`src/rtl/spi_slave_tx.sv`:
```
// SPI mode-1 slave transmitter: clk-domain oversampling of sck/cs,
// one-byte holding buffer, MSB-first shift-out with underrun/abort status.
module spi_slave_tx #(
  parameter logic [7:0] DEFAULT_BYTE = 8'h00
) (
  input  logic       clk,
  input  logic       reset,
  input  logic       sck,
  input  logic       cs,
  input  logic [7:0] tx_data,
  input  logic       tx_valid,
  output logic       tx_ready,
  output logic       miso,
  output logic       miso_oe,
  output logic       tx_done,
  output logic       underrun,
  output logic       frame_abort
);

  typedef enum logic [1:0] {
    IDLE  = 2'd0,
    ARMED = 2'd1,
    SHIFT = 2'd2
  } state_t;

  state_t      state_q, state_d;

  logic [2:0]  sck_sync_q, sck_sync_d;
  logic [2:0]  cs_sync_q, cs_sync_d;

  logic [7:0]  buf_q, buf_d;
  logic        full_q, full_d;
  logic [7:0]  shreg_q, shreg_d;
  logic [2:0]  cnt_q, cnt_d;

  logic        tx_done_q, tx_done_d;
  logic        underrun_q, underrun_d;
  logic        frame_abort_q, frame_abort_d;

  logic        sck_rise;
  logic        sck_fall;
  logic        cs_rise;
  logic        cs_fall;
  logic        accept;
  logic        consume;

  // Two flops resynchronise the pins, the third holds the prior value
  // so edges are seen as a one-clk difference between stages 1 and 2.
  always_comb begin
    sck_sync_d = {sck_sync_q[1:0], sck};
    cs_sync_d  = {cs_sync_q[1:0], cs};
  end

  assign sck_rise = sck_sync_q[1] & ~sck_sync_q[2];
  assign sck_fall = ~sck_sync_q[1] & sck_sync_q[2];
  assign cs_rise  = cs_sync_q[1] & ~cs_sync_q[2];
  assign cs_fall  = ~cs_sync_q[1] & cs_sync_q[2];

  assign accept   = tx_valid & ~full_q;

  // Frame sequencing, shift register, bit counter and status pulses.
  always_comb begin
    state_d       = state_q;
    shreg_d       = shreg_q;
    cnt_d         = cnt_q;
    tx_done_d     = 1'b0;
    underrun_d    = 1'b0;
    frame_abort_d = 1'b0;
    consume       = 1'b0;
    unique case (state_q)
      IDLE: begin
        if (cs_fall) begin
          state_d = ARMED;
        end
      end
      ARMED: begin
        if (cs_rise) begin
          shreg_d = 8'h00;
          state_d = IDLE;
        end else if (sck_rise) begin
          consume = 1'b1;
          if (full_q) begin
            shreg_d = buf_q;
          end else begin
            shreg_d    = DEFAULT_BYTE;
            underrun_d = 1'b1;
          end
          cnt_d   = 3'd0;
          state_d = SHIFT;
        end
      end
      SHIFT: begin
        if (cs_rise) begin
          frame_abort_d = 1'b1;
          shreg_d       = 8'h00;
          cnt_d         = 3'd0;
          state_d       = IDLE;
        end else if (sck_rise) begin
          shreg_d = {shreg_q[6:0], 1'b0};
        end else if (sck_fall) begin
          if (cnt_q == 3'd7) begin
            // Last bit has already been sampled by the master.
            tx_done_d = 1'b1;
            shreg_d   = 8'h00;
            cnt_d     = 3'd0;
            state_d   = ARMED;
          end else begin
            cnt_d = cnt_q + 3'd1;
          end
        end
      end
      default: begin
        state_d = IDLE;
      end
    endcase
  end

  // Holding buffer: a load by the shifter empties it; a handshake fills it.
  // Only an underrun load can coincide with a handshake, and that byte is kept.
  always_comb begin
    buf_d  = buf_q;
    full_d = full_q;
    if (consume) begin
      full_d = 1'b0;
    end
    if (accept) begin
      buf_d  = tx_data;
      full_d = 1'b1;
    end
  end

  // Synchroniser registers; idle levels are sck low and cs high.
  always_ff @(posedge clk or posedge reset) begin
    if (reset) begin
      sck_sync_q <= 3'b000;
      cs_sync_q  <= 3'b111;
    end else begin
      sck_sync_q <= sck_sync_d;
      cs_sync_q  <= cs_sync_d;
    end
  end

  // Datapath and control state.
  always_ff @(posedge clk or posedge reset) begin
    if (reset) begin
      state_q       <= IDLE;
      buf_q         <= 8'h00;
      full_q        <= 1'b0;
      shreg_q       <= 8'h00;
      cnt_q         <= 3'd0;
      tx_done_q     <= 1'b0;
      underrun_q    <= 1'b0;
      frame_abort_q <= 1'b0;
    end else begin
      state_q       <= state_d;
      buf_q         <= buf_d;
      full_q        <= full_d;
      shreg_q       <= shreg_d;
      cnt_q         <= cnt_d;
      tx_done_q     <= tx_done_d;
      underrun_q    <= underrun_d;
      frame_abort_q <= frame_abort_d;
    end
  end

  assign tx_ready    = ~full_q;
  assign miso_oe     = ~cs_sync_q[1];
  // Drive the bit the shifter is about to hold: the synchroniser costs
  // two clks, so this look-ahead keeps miso ahead of the master's falling
  // edge at the minimum sck phase width.
  assign miso        = miso_oe & shreg_d[7];
  assign tx_done     = tx_done_q;
  assign underrun    = underrun_q;
  assign frame_abort = frame_abort_q;

endmodule

```
`config.mk`:
```
export PLATFORM = sky130hd
export DESIGN_NAME = spi_slave_tx
export DESIGN_NICKNAME = d
export VERILOG_FILES = /design/src/rtl/spi_slave_tx.sv
export SDC_FILE = /design/constraint.sdc
export NUM_CORES = 1
export LEC_CHECK = 0
export CAP_MARGIN = 20
export CORE_MARGIN = 2
export CORE_UTILIZATION = 40
export CTS_CLUSTER_DIAMETER = 50
export DETAILED_ROUTE_END_ITERATION = 10
export DONT_BUFFER_PORTS = 1
export SYNTH_ARGS = -nofsm -noshare
export SYNTH_HDL_FRONTEND = slang
export SYNTH_SLANG_ARGS = --single-unit
```
`constraint.sdc`:
```
create_clock -name clk -period 2.6 [get_ports clk]
set_input_delay 0.13 -clock clk [delete_from_list [all_inputs] [get_ports clk]]
set_output_delay 0.13 -clock clk [all_outputs]
set_load 0.05 [all_outputs]
```
==> results of run 1 <==
==> per-stage QoR <==
stage               hold WS (ns)  cells  area [um^2]  worst slack, ns  util, %
floorplan                  0.134    121         1500            0.488        -
global placement           0.122    165         1530            0.799     42.0
detailed placement         0.129    165         1530            0.768     42.0
CTS                        0.357    185         1750            0.456     48.1
global route               0.359    185         1750            0.305     48.1
finish                     0.357    185         1750            0.432     48.1
==> cells in the mapped netlist (all sizes together) <==
master	number
inv	12
buf	6
nor3	2
nand2b	1
a22o	6
o21ai	3
and3	3
a21oi	2
dfrtp	28
dfstp	3
mux2	19
nand3	3
a31oi	1
o221ai	2
a2bb2oi	1
nor2	10
nand4	2
ha	8
and4	1
nand2	4
mux2i	1
o221a	1
nor2b	2
==> how the worst min path moves through the flow <==
stage	start	endpoint	cells after the start	slack [ns]
2_1_floorplan	cs	cs_sync_q[0]$_DFF_PP1_	0	0.13
3_3_place_gp	reset	sck_sync_q[2]$_DFF_PP0_	2	0.12
3_5_place_dp	reset	state_q[1]$_DFFE_PP0P_	2	0.13
4_1_cts	cs_sync_q[0]$_DFF_PP1_	cs_sync_q[1]$_DFF_PP1_	0	0.36
5_1_grt	cs_sync_q[0]$_DFF_PP1_	cs_sync_q[1]$_DFF_PP1_	0	0.36
6_report	reset	state_q[1]$_DFFE_PP0P_	3	0.36
==> cells by family after synthesis <==
group | count (synthesis) | share of synthesized area (%)
flops | 31 | 51.9
simple gates | 28 | 10.6
mux | 20 | 14.9
buf+inv | 18 | 6.25
compound gates | 16 | 9.67
fa+ha+maj | 8 | 6.67
==> cell usage in the layout, fill, tap and decap left out <==
master          n
a21oi_1         2
a22o_1          6
a2bb2oi_2       1
a31oi_1         1
and3_1          2
and3_4          1
and4_1          1
buf_4           2
clkbuf_1        1
clkbuf_8        7
dfrtp_1        28
dfstp_2         3
dlygate4sd3_1  12
ha_1            8
inv_1          12
mux2_2         19
mux2i_1         1
nand2_1         2
nand2_4         2
nand2b_2        1
nand3_1         3
nand4_1         2
nor2_1         10
nor2b_1         2
nor3_1          2
o21ai_0         3
o221a_2         1
o221ai_1        1
o221ai_4        1
==> area by class of cell <==
cell class | instances | area, um^2 | area share, %
sequential | 31 | 779 | 44.6
multi-input combinational | 72 | 628 | 35.9
tap | 48 | 60.1 | 3.44
clock buffer | 8 | 100 | 5.73
inverter | 12 | 45.0 | 2.58
timing repair buffer | 14 | 135 | 7.73
==> per-layer routing <==
| metal | vias up | part of all wire [%] | GRT usage [%] |
|---|---|---|---|
| li1 | 452 | - | - |
| met1 | 467 | 45 | 15.9 |
| met2 | 22 | 49 | 22.2 |
| met3 | 5 | 4.5 | 5.31 |
| met4 | 0 | 1.7 | 4.95 |
| met5 | - | 0 | 0 |
==> worst min-delay path, stage by stage <==
cell and delay, ns:
dlygate4sd3_1 0.54, inv_1 0.05, buf_4 0.34
==> power groups by stage <==
| stage | Clock, mW | Combinational, mW | Sequential, mW |
|---|---|---|---|
| after floorplan | 0 | 0.434 | 0.675 |
| after global placement | 0 | 0.484 | 0.697 |
| after detailed placement | 0 | 0.502 | 0.701 |
| after CTS | 0.429 | 0.521 | 0.693 |
| after global routing | 0.446 | 0.567 | 0.710 |
| final | 0.415 | 0.517 | 0.690 |
==> flip-flops by register name, indices dropped and copies added, names as in the netlist <==
name / cells
underrun: 1
shreg_q: 8
full_q: 1
buf_q: 8
state_q: 2
cs_sync_q: 3
sck_sync_q: 3
cnt_q: 3
frame_abort: 1
tx_done: 1
==> flow_summary.json, run 1 <==
{
  "cts_tree": "built",
  "cp.arrival_ns": 2.04,
  "switchingPower_mw": 0.521,
  "finalPower_mw": 1.62,
  "cap_violations": 0,
  "cts_setup_buffers": 0,
  "tightestPinTransition_ns": 0.697,
  "synth.net_count": 142,
  "critPathCapture": "miso",
  "cts_buffers": 5,
  "wl_mm": 2.57,
  "fin_tns_setup_ns": 0,
  "via_per_inst": 5.11,
  "drc": 0,
  "cts_resized": 0,
  "vias": 946,
  "r2r_setup_slack_ns": 0.75,
  "ff2ff_path_depth": 5,
  "grt_antenna_before_repair": 0,
  "finalCritPeriodShare_pct": 83.4,
  "p_int_mw": 1.10,
  "crit_family": "compound AO/OA/AOI/OAI gates",
  "setup_violations": 0,
  "hold_class": "in2async",
  "reg2reg_to": "shreg_q[5]$_DFFE_PP0P_",
  "crit_chain": "ha_1 -> nor2b_1 -> a31oi_1 -> o221a_2 -> a21oi_1 -> buf_4",
  "critPathKind": "reg2out",
  "synth_cell_type_count": 27,
  "crit_fanout": 13,
  "place.gp.congestion": 0.810,
  "grtUsageTotal_pct": 13.5,
  "die_height_um": 65.3,
  "die_w_um": 65.3,
  "slew_violations": 0,
  "crit_path_start": "sck_sync_q[1]$_DFF_PP0_",
  "yosysTopAreaCell": "dfrtp_1",
  "drive_gt1_share_pct": 27.7,
  "grt_pass1_vias": 930,
  "core_area_um2": 3630,
  "synth_area_um2": 1500,
  "h-tree-depth": 2,
  "yosys_warnings": 0,
  "cts.sinks": 31,
  "clk_pin_slew_worst_paths_ns": 0.07,
  "slowest_delay_ns": 0.40,
  "nNetsFinal": 157,
  "required_ns": 2.47,
  "hold_viol_final": 0,
  "rsz0062_at_grt": "false",
  "design.die.area_um2": 4260,
  "ys_seq_area_share_pct": 51.9,
  "relSlewSlack_pct": 53.4,
  "nFillCells": 349,
  "num_rows": 22,
  "ys_seq_elements": 31,
  "post_drt_wl_per_cell_um": 13.9,
  "skew_ns": 0.0117,
  "power.share.switching_pct": 32.1,
  "fmax_ghz": 0.461,
  "antenna_cells": 0,
  "reg2reg_from": "state_q[0]$_DFFE_PP0P_",
  "dr.pass1.iters": 4,
  "start_kind": "flip-flop",
  "status": "finished, final reports clean",
  "overflow": 0,
  "grt_max_degree": 32,
  "area_growth_syn_to_layout_pct": 16.4,
  "syn-instance-count": 121,
  "io_buffers": 0,
  "cts_buffer_depth": 2,
  "synth_area_leaders": "dfrtp_1 (47%), mux2_2 (14%), ha_1 (6.7%)",
  "postRouteAntennaNets": 0,
  "p_per_area_nw_per_um2": 928,
  "power_frac_clock_pct": 25.6,
  "ctsHoldBuffers": 12,
  "seqPwrFrac_pct": 42.5,
  "p_comb_share_pct": 31.9,
  "grt_pass1_wl_mm": 4.26,
  "crit_buf_inv": 1,
  "fin_crit_ns": 2.17,
  "slowest_stage": "dfrtp_1",
  "worst-path-stages": 6,
  "clk_latency_ns": 0.28,
  "p_leak_nw": 0.822,
  "ir_drop_v": 0.000419,
  "initial_core_util_pct": 41.3,
  "ioPinCount": 19,
  "root_buffer": "clkbuf_8",
  "synth_top_area_share_pct": 46.7,
  "syn_area_per_cell_um2": 12.4,
  "cp-end-kind": "output port",
  "drt_iter0_drc": 48,
  "dp_hpwl_mm": 1.78
}
Note: power is estimated with default switching activity, not from simulation.
==> run 2: changes to the inputs <==
clock period = 2.2 ns   (was 2.6 ns; I/O delays follow)
==> run 2 against run 1 <==
Compared with the run above: via count shrank 0.32%; utilization grew 0.17 points; clock power grew 10%; largest cell class unchanged; critical path depth is the same; final area grew 0.36%; setup slack lost 0.34 ns; worst hold slack lost 0.14 ns; combinational power grew 19%; flip-flop and latch count is the same; first-iteration DRC count shrank 25%; largest power group unchanged.
==> flow_summary.json, run 2 (synthesized netlist as in run 1, its figures left out) <==
{
  "grt_antenna_before_repair": 0,
  "grt_pass1_vias": 979,
  "rsz0062_at_grt": "false",
  "grt_pass1_wl_mm": 4.41,
  "postRouteAntennaNets": 0,
  "cp-end-kind": "output port",
  "h-tree-depth": 2,
  "die_height_um": 65.3,
  "tightestPinTransition_ns": 0.498,
  "crit_fanout": 13,
  "dr.pass1.iters": 4,
  "start_kind": "flip-flop",
  "final_cell_mix": "dfrtp_1 (28), mux2_2 (19), inv_1 (12), dlygate4sd3_1 (12), nor2_1 (10)",
  "drc": 0,
  "drt_iter0_drc": 36,
  "finalCritPeriodShare_pct": 95.7,
  "wl_mm": 2.69,
  "skew_ns": 0.0121,
  "cts_tree": "built",
  "cts_buffer_depth": 2,
  "hold_class": "in2reg",
  "status": "finished, final reports clean",
  "critPathKind": "reg2out",
  "design.die.area_um2": 4260,
  "multi_input_area_um2": 628,
  "nNetsFinal": 159,
  "core_area_um2": 3630,
  "slew_violations": 0,
  "num_rows": 22,
  "relSlewSlack_pct": 66.8,
  "clk_latency_ns": 0.28,
  "grt_max_degree": 32,
  "root_buffer": "clkbuf_8",
  "cts_setup_buffers": 0,
  "io_buffers": 0,
  "fin_crit_ns": 2.11,
  "cap_violations": 0,
  "fmax_ghz": 0.475,
  "regArea_um2": 779,
  "post-route-util_pct": 48.3,
  "drive_gt1_share_pct": 28.8,
  "setup_violations": 0,
  "top_regs": "buf_q x8, shreg_q x8",
  "cts.sinks": 31,
  "area_growth_syn_to_layout_pct": 16.8,
  "clk_pin_slew_worst_paths_ns": 0.06,
  "p_leak_nw": 0.829,
  "ioPinCount": 19,
  "vias": 943,
  "nFillCells": 358,
  "cp.arrival_ns": 2.00,
  "place_area_um2": 1540,
  "via_per_inst": 5.04,
  "die_w_um": 65.3,
  "overflow": 0,
  "grtUsageTotal_pct": 14.2,
  "cts_buffers": 5,
  "stdcell_area_um2": 1750,
  "place.gp.congestion": 0.719,
  "fin_tns_setup_ns": 0,
  "required_ns": 2.09,
  "ir_drop_v": 0.000470,
  "hold_viol_final": 0,
  "antenna_cells": 0,
  "initial_core_util_pct": 41.3,
  "final_common_cell": "dfrtp_1",
  "p_per_area_nw_per_um2": 1080,
  "dp_hpwl_mm": 1.80,
  "post_drt_wl_per_cell_um": 14.4,
  "finalPower_mw": 1.89
}
==> run 2: per-stage QoR <==
step / cells / setup WS, ns / hold WS (ns)
floorplan: 121 / 0.108 / 0.114
global placement: 167 / 0.442 / 0.103
detailed placement: 167 / 0.398 / 0.114
CTS: 187 / 0.0836 / 0.202
global route: 187 / 0.0181 / 0.216
finish: 187 / 0.0943 / 0.217
==> run 2: routing by layer <==
layer	share of wire [%]	vias to the layer above	track usage, %
met4	2.3	0	8.07
met5	0	-	0
met2	49	26	22.8
met1	44	457	16.8
met3	4.5	5	4.11
li1	-	455	-
==> run 2: what timing repair did <==
item,4_1_cts,5_1_grt
gates resized for setup,0,0
endpoints found under the hold margin,39,0
hold buffers,12,0
==> run 2: layout make-up <==
type / count / share of cell area, %
Tap cell: 48 / 3.42
Clock buffer: 7 / 4.92
Inverter: 12 / 2.57
Clock inverter: 1 / 0.285
Sequential cell: 31 / 44.4
Multi-Input combinational cell: 72 / 35.8
Timing Repair Buffer: 16 / 8.56
==> run 2: critical path: stages (launching register included) <==
cell	delay, ns
dfrtp_1	0.40
ha_1	0.39
nor2b_1	0.23
a31oi_1	0.06
o221a_2	0.28
a21oi_1	0.14
buf_4	0.22
==> run 2: path summary, 6_finish.rpt <==
check	start	cells past startpoint	slack (ns)	to
worst max-delay path	sck_sync_q[1]$_DFF_PP0_	6	0.09	miso
max in group asynchronous	reset	3	1.52	cs_sync_q[0]$_DFF_PP1_
worst max register to register	sck_sync_q[2]$_DFF_PP0_	5	0.38	cnt_q[0]$_DFFE_PP0P_
worst min register to register	cs_sync_q[0]$_DFF_PP1_	0	0.35	cs_sync_q[1]$_DFF_PP1_
worst min-delay path	tx_valid	2	0.22	buf_q[7]$_DFFE_PP0P_
min in group asynchronous	reset	3	0.35	tx_done$_DFF_PP0_
==> run 2: report_power, final <==
group | switching, mW | internal, mW
Sequential | 0.0995 | 0.718
Clock | 0.206 | 0.252
Combinational | 0.308 | 0.306
